`src/rtl/stopwatch_display_if.sv`:
```
// Bundles the stopwatch counter value and the seven-segment display pins into one port.
interface stopwatch_display_if;
  logic [6:0] seconds;
  logic [6:0] seg;
  logic [3:0] an;
  logic       dp;
  logic       busy;

  modport master (output seconds, input seg, an, dp, busy);
  modport slave  (input seconds, output seg, an, dp, busy);
endinterface

```
`src/rtl/stopwatch_display.sv`:
```
// Binary seconds to mm:ss converter driving a 4-digit multiplexed common-anode display.
// Optional build macro LEADING_BLANK_EN blanks the minutes digits while they read zero.
module stopwatch_display #(
  parameter int REFRESH_DIV = 100_000
) (
  input  logic               clk,
  input  logic               reset,
  stopwatch_display_if.slave bus
);

  localparam int RW = (REFRESH_DIV > 2) ? $clog2(REFRESH_DIV) : 1;
  localparam logic [RW-1:0] REF_LAST = RW'(REFRESH_DIV - 1);

  typedef enum logic [1:0] {IDLE, SUB60, SUB10, LOAD} state_t;

  state_t        r_state;
  logic [6:0]    r_last_val;
  logic [6:0]    r_cap;
  logic [6:0]    r_work;
  logic [3:0]    r_m;
  logic [3:0]    r_t;
  logic [3:0]    r_min_o;
  logic [3:0]    r_sec_t;
  logic [3:0]    r_sec_o;
  logic          r_busy;

  logic [RW-1:0] r_refresh;
  logic [1:0]    r_idx;
  logic [6:0]    r_seg;
  logic [3:0]    r_an;
  logic          r_dp;

  logic [3:0]    w_digit;
  logic          w_blank;
  logic          w_dp;

  function automatic logic [6:0] seg_decode(input logic [3:0] d);
    logic [6:0] s;
    case (d)
      4'd0:    s = 7'b1000000;
      4'd1:    s = 7'b1111001;
      4'd2:    s = 7'b0100100;
      4'd3:    s = 7'b0110000;
      4'd4:    s = 7'b0011001;
      4'd5:    s = 7'b0010010;
      4'd6:    s = 7'b0000010;
      4'd7:    s = 7'b1111000;
      4'd8:    s = 7'b0000000;
      4'd9:    s = 7'b0010000;
      default: s = 7'b1111111;
    endcase
    return s;
  endfunction

  // Converter: the committed digits only change in LOAD, so the display never sees partial results.
  always_ff @(posedge clk or negedge reset) begin
    if (!reset) begin
      r_state    <= IDLE;
      r_last_val <= 7'd0;
      r_cap      <= 7'd0;
      r_work     <= 7'd0;
      r_m        <= 4'd0;
      r_t        <= 4'd0;
      r_min_o    <= 4'd0;
      r_sec_t    <= 4'd0;
      r_sec_o    <= 4'd0;
      r_busy     <= 1'b0;
    end else begin
      case (r_state)
        IDLE: begin
          if (bus.seconds != r_last_val) begin
            r_work  <= bus.seconds;
            r_cap   <= bus.seconds;
            r_m     <= 4'd0;
            r_t     <= 4'd0;
            r_state <= SUB60;
            r_busy  <= 1'b1;
          end
        end
        SUB60: begin
          if (r_work >= 7'd60) begin
            r_work <= r_work - 7'd60;
            r_m    <= r_m + 4'd1;
          end else begin
            r_state <= SUB10;
          end
        end
        SUB10: begin
          if (r_work >= 7'd10) begin
            r_work <= r_work - 7'd10;
            r_t    <= r_t + 4'd1;
          end else begin
            r_state <= LOAD;
          end
        end
        LOAD: begin
          r_min_o    <= r_m;
          r_sec_t    <= r_t;
          r_sec_o    <= r_work[3:0];
          r_last_val <= r_cap;
          r_state    <= IDLE;
          r_busy     <= 1'b0;
        end
        default: begin
          r_state <= IDLE;
          r_busy  <= 1'b0;
        end
      endcase
    end
  end

  always_comb begin
    w_digit = 4'd0;
    w_blank = 1'b0;
    w_dp    = 1'b1;
    case (r_idx)
      2'd0:    w_digit = r_sec_o;
      2'd1:    w_digit = r_sec_t;
      2'd2:    begin
        w_digit = r_min_o;
        w_dp    = 1'b0;
      end
      default: w_digit = 4'd0;
    endcase
`ifdef LEADING_BLANK_EN
    // Minutes-tens is always zero, so it is always blanked; minutes blank only while zero.
    if (r_idx == 2'd3) begin
      w_blank = 1'b1;
    end else if (r_idx == 2'd2 && r_min_o == 4'd0) begin
      w_blank = 1'b1;
      w_dp    = 1'b1;
    end
`endif
  end

  // Scan: pins are registered from the current idx, so they trail idx by one cycle.
  always_ff @(posedge clk or negedge reset) begin
    if (!reset) begin
      r_refresh <= '0;
      r_idx     <= 2'd0;
      r_seg     <= 7'b1111111;
      r_an      <= 4'b1111;
      r_dp      <= 1'b1;
    end else begin
      if (r_refresh == REF_LAST) begin
        r_refresh <= '0;
        r_idx     <= r_idx + 2'd1;
      end else begin
        r_refresh <= r_refresh + 1'b1;
      end
      r_an  <= ~(4'b0001 << r_idx);
      r_seg <= w_blank ? 7'b1111111 : seg_decode(w_digit);
      r_dp  <= w_dp;
    end
  end

  assign bus.seg  = r_seg;
  assign bus.an   = r_an;
  assign bus.dp   = r_dp;
  assign bus.busy = r_busy;

endmodule

```
`src/flat_wrapper.sv`:
```
// flat-port wrapper written by rule: the top's interface ports become plain ports
module stopwatch_display_flat 
#(
  parameter int REFRESH_DIV = 100_000
)
  (clk, reset, bus_seconds, bus_seg, bus_an, bus_dp, bus_busy);
  stopwatch_display_if bus_i ();
  input  logic clk;
  input  logic reset;
  input wire logic [$bits(bus_i.seconds)-1:0] bus_seconds;
  output wire logic [$bits(bus_i.seg)-1:0] bus_seg;
  output wire logic [$bits(bus_i.an)-1:0] bus_an;
  output wire logic [$bits(bus_i.dp)-1:0] bus_dp;
  output wire logic [$bits(bus_i.busy)-1:0] bus_busy;
  assign bus_i.seconds = bus_seconds;
  assign bus_seg = bus_i.seg;
  assign bus_an = bus_i.an;
  assign bus_dp = bus_i.dp;
  assign bus_busy = bus_i.busy;
  stopwatch_display #(.REFRESH_DIV(REFRESH_DIV)) u_core (.clk(clk), .reset(reset), .bus(bus_i));
endmodule
```
`config.mk`:
```
export PLATFORM = sky130hd
export DESIGN_NAME = stopwatch_display_flat
export DESIGN_NICKNAME = d
export VERILOG_FILES = /design/src/rtl/stopwatch_display_if.sv /design/src/rtl/stopwatch_display.sv /design/src/flat_wrapper.sv
export SDC_FILE = /design/constraint.sdc
export NUM_CORES = 1
export LEC_CHECK = 0
export CAP_MARGIN = 20
export CORE_ASPECT_RATIO = 1.5
export CORE_MARGIN = 2
export CORE_UTILIZATION = 33
export CTS_BUF_LIST = sky130_fd_sc_hd__clkbuf_4 sky130_fd_sc_hd__clkbuf_8 sky130_fd_sc_hd__clkbuf_16
export DETAILED_ROUTE_END_ITERATION = 16
export PLACE_DENSITY = 0.51
export SYNTH_ARGS = -nofsm -noshare
export SYNTH_HDL_FRONTEND = slang
export SYNTH_SLANG_ARGS = --single-unit
```
`constraint.sdc`:
```
create_clock -name clk -period 3.08 [get_ports clk]
set_input_delay 0.616 -clock clk [delete_from_list [all_inputs] [get_ports clk]]
set_output_delay 0.616 -clock clk [all_outputs]
set_load 0.05 [all_outputs]
```
==> results.md <==
* Setup crit start kind: flop
* Async S/R FF share, synth at 100%
* Std cell rows at 48
* Post-synth top cells: dfrtp_1 (63), mux2_2 (27), nor2_1 (23), ha_1 (21)
* RSZ-0062 raised after global routing: no
* Worst Path Required at 3.30 ns
* Area of the mapped netlist at 3810 um^2
* Seq/Total Area, Yosys at 48.9%
* Largest net degree at the start of global routing at 75
* Sw frac at 36.6%
* Die Wd at 91.7 um
* Drt total wl at 7760 um
* First drt pass iteration count at 5
* GRT Util Overall at 13.4%
* DRC at 0
* Starting Density at 33.4%
* Synthesized flop and latch total at 74
* Clk buf depth at 2
* CP arrival at 2.62 ns
* Reg power frac at 33.7%
* CP max FO at 9
* Reg2reg end: u_core.r_work[4]$_DFFE_PN0P_
* Syn Nets at 364
* Synth area leaders: dfrtp_1 (41%), mux2_2 (8.0%), dfstp_2 (7.6%)
* Area Growth Syn to Fin at 18.4%
* Routed length per placed instance at 15.1 um
* Switching power total at 1720 uW
* Vias in the first global route at 2595
* Routed Antenna Nets at 0
* Share of layout cells above drive strength 1 at 19.5%
* Number of synthesized flops with an enable pin at 0
* Final Wtd Congestion at 0.773
* Worst-margin pin slew at 0.952 ns
* Nets@finish at 390
* GRT overflow at 0
* Finished Layout Cells at 515
* Setup bufs post-CTS at 0
* Comb power frac at 42.6%
* Vias per cell at 4.96
* Status: finished, final reports clean
* First-pass GRT wire length at 13000 um
* CTS buffer count at 9
* Top-count cell post-synth: dfrtp_1
* P per Cell Area at 1040 nW/um^2
* H-tree Lvls at 3
* Cts hold-fix bufs at 0
* Count of maximum capacitance violations at 0
* Dpl cells at 498
* Hold Path Class: in2async
* Max_slew headroom at 36.5%
* CTS clock-pin slew for the worst setup and hold paths at 0.06 ns
* Tmin final at 2.41 ns
* I/O pin total at 22
* Setup crit end kind: flop
* TritonCTS sink count at 74
* Max IR drop VDD at 0.000356 V
* Syn. warnings at 0
* Kind of critical path: reg2reg
* Clock skew at 0.00713 ns
* Setup Total Neg Slack at 0 ns
* Core Area at 11400 um^2
* Cts repair resizes at 0
* Vias at 2553
* Int Pwr at 2970 uW
* Die Area at 12400 um^2
* Synth Instances at 334
* Synth area leader: dfrtp_1
* Period utilization at 78.1%
* Main synth FF type: dfrtp_1
* F_max at 416 MHz
* Max-slew violations at 0
* Mean Syn Cell Area at 11.4 um^2
* R2R Path Start: u_core.r_work[3]$_DFFE_PN0P_
* Diodes inserted at 0
* Leakage at 0.00193 uW
* Die height at 136 um
* IO buf count at 21
* First DRT Iteration DRCs at 100
* Initial antenna violation count at 0
* Clk_lat worst skew at 0.33 ns
* Post-synth cell types at 57
* CTS tree: yes
* Dpl hpwl at 5450 um
* Yosys top cell area share at 41.4%
* Clock network power share at 23.7%
* R2R cell count at 6
* Final hold vios at 0
* R2R setup slack at 0.67 ns
* Clock root buffer: clkbuf_16
* # setup viols final at 0
## area by class of cell
type | instances | area (um^2)
clock buffers | 15 | 295
clock inverters | 1 | 30.0
fillers | 1111 | 6900
inverters | 18 | 67.6
multi-input cells | 233 | 1830
flip-flops and latches | 74 | 1870
well taps | 150 | 188
repair buffers | 24 | 238
## layer usage
metal | part of all wire, % | GRT usage (%) | vias to the layer above
li1 | - | - | 1244
met1 | 42 | 14.9 | 1257
met2 | 53 | 24.2 | 40
met3 | 2.5 | 2.67 | 12
met4 | 2.2 | 6.88 | 0
met5 | 0 | 0 | -
## registers in the layout (all words and copies together), names as in the netlist, 4 cells and up
name	count
u_core.bus.an	4
u_core.bus.seg	7
u_core.r_cap	7
u_core.r_last_val	7
u_core.r_m	4
u_core.r_min_o	4
u_core.r_refresh	17
u_core.r_sec_o	4
u_core.r_sec_t	4
u_core.r_t	4
u_core.r_work	7
## how the worst max path moves through the flow
stage                                             from                            to  slack, ns  cells past startpoint
after floorplan           u_core.r_work[3]$_DFFE_PN0P_  u_core.r_work[5]$_DFFE_PN0P_       0.98                      6
after global placement                  bus_seconds[5]  u_core.r_work[3]$_DFFE_PN0P_       0.37                      6
after detailed placement                bus_seconds[3]  u_core.r_work[4]$_DFFE_PN0P_       0.31                      6
after CTS                 u_core.r_work[3]$_DFFE_PN0P_  u_core.r_work[5]$_DFFE_PN0P_       0.67                      6
after global routing      u_core.r_work[1]$_DFFE_PN0P_  u_core.r_work[4]$_DFFE_PN0P_       0.54                      6
final                     u_core.r_work[3]$_DFFE_PN0P_  u_core.r_work[4]$_DFFE_PN0P_       0.67                      6
## placed cells by master (no fill, tap or decap), drive strengths merged, types with 12 or more instances in the layout
cell | netlist | layout
clkbuf | 3 | 15
inv | 18 | 18
dfrtp | 63 | 63
nand2 | 15 | 15
xnor2 | 18 | 18
xor2 | 12 | 12
ha | 21 | 21
nor2 | 25 | 25
clkdlybuf4s50 | 0 | 20
mux2 | 33 | 33
nand3 | 12 | 12
o21ai | 16 | 16
## logic make-up after synthesis
logic type / after synthesis / synth area share (%)
simple gates: 87 / 12.0
flops: 74 / 48.9
compound gates: 59 / 11.2
mux: 36 / 10.9
xor+xnor: 30 / 6.89
buf+inv: 27 / 3.09
fa+ha+maj: 21 / 6.89
## through the flow
step	worst slack [ns]	cell area (um^2)	total power, uW	hold WS [ns]	utilization [%]
4_1_cts	0.674	4500	4730	0.464	39.4
5_1_grt	0.538	4510	5010	0.502	39.5
3_5_place_dp	0.314	4170	3600	0.480	36.6
6_report	0.674	4510	4690	0.401	39.5
3_3_place_gp	0.371	4170	3560	0.471	36.6
2_1_floorplan	0.985	3810	3100	0.320	-
## worst max-delay path, stage by stage (launching register included)
cell	delay (ns)
dfrtp_1	0.55
ha_1	0.34
nand3_4	0.12
o31ai_4	0.37
nor2_2	0.05
a2111o_2	0.54
mux2_4	0.32
## power by group through the flow
stage                     logic, uW  registers [uW]  clock network [uW]
after global placement         1970            1590                   0
after floorplan                1420            1680                   0
after global routing           2200            1620                1180
after CTS                      2010            1580                1150
after detailed placement       2000            1600                   0
final                          2000            1580                1110
(Power assumes the default switching activity.)
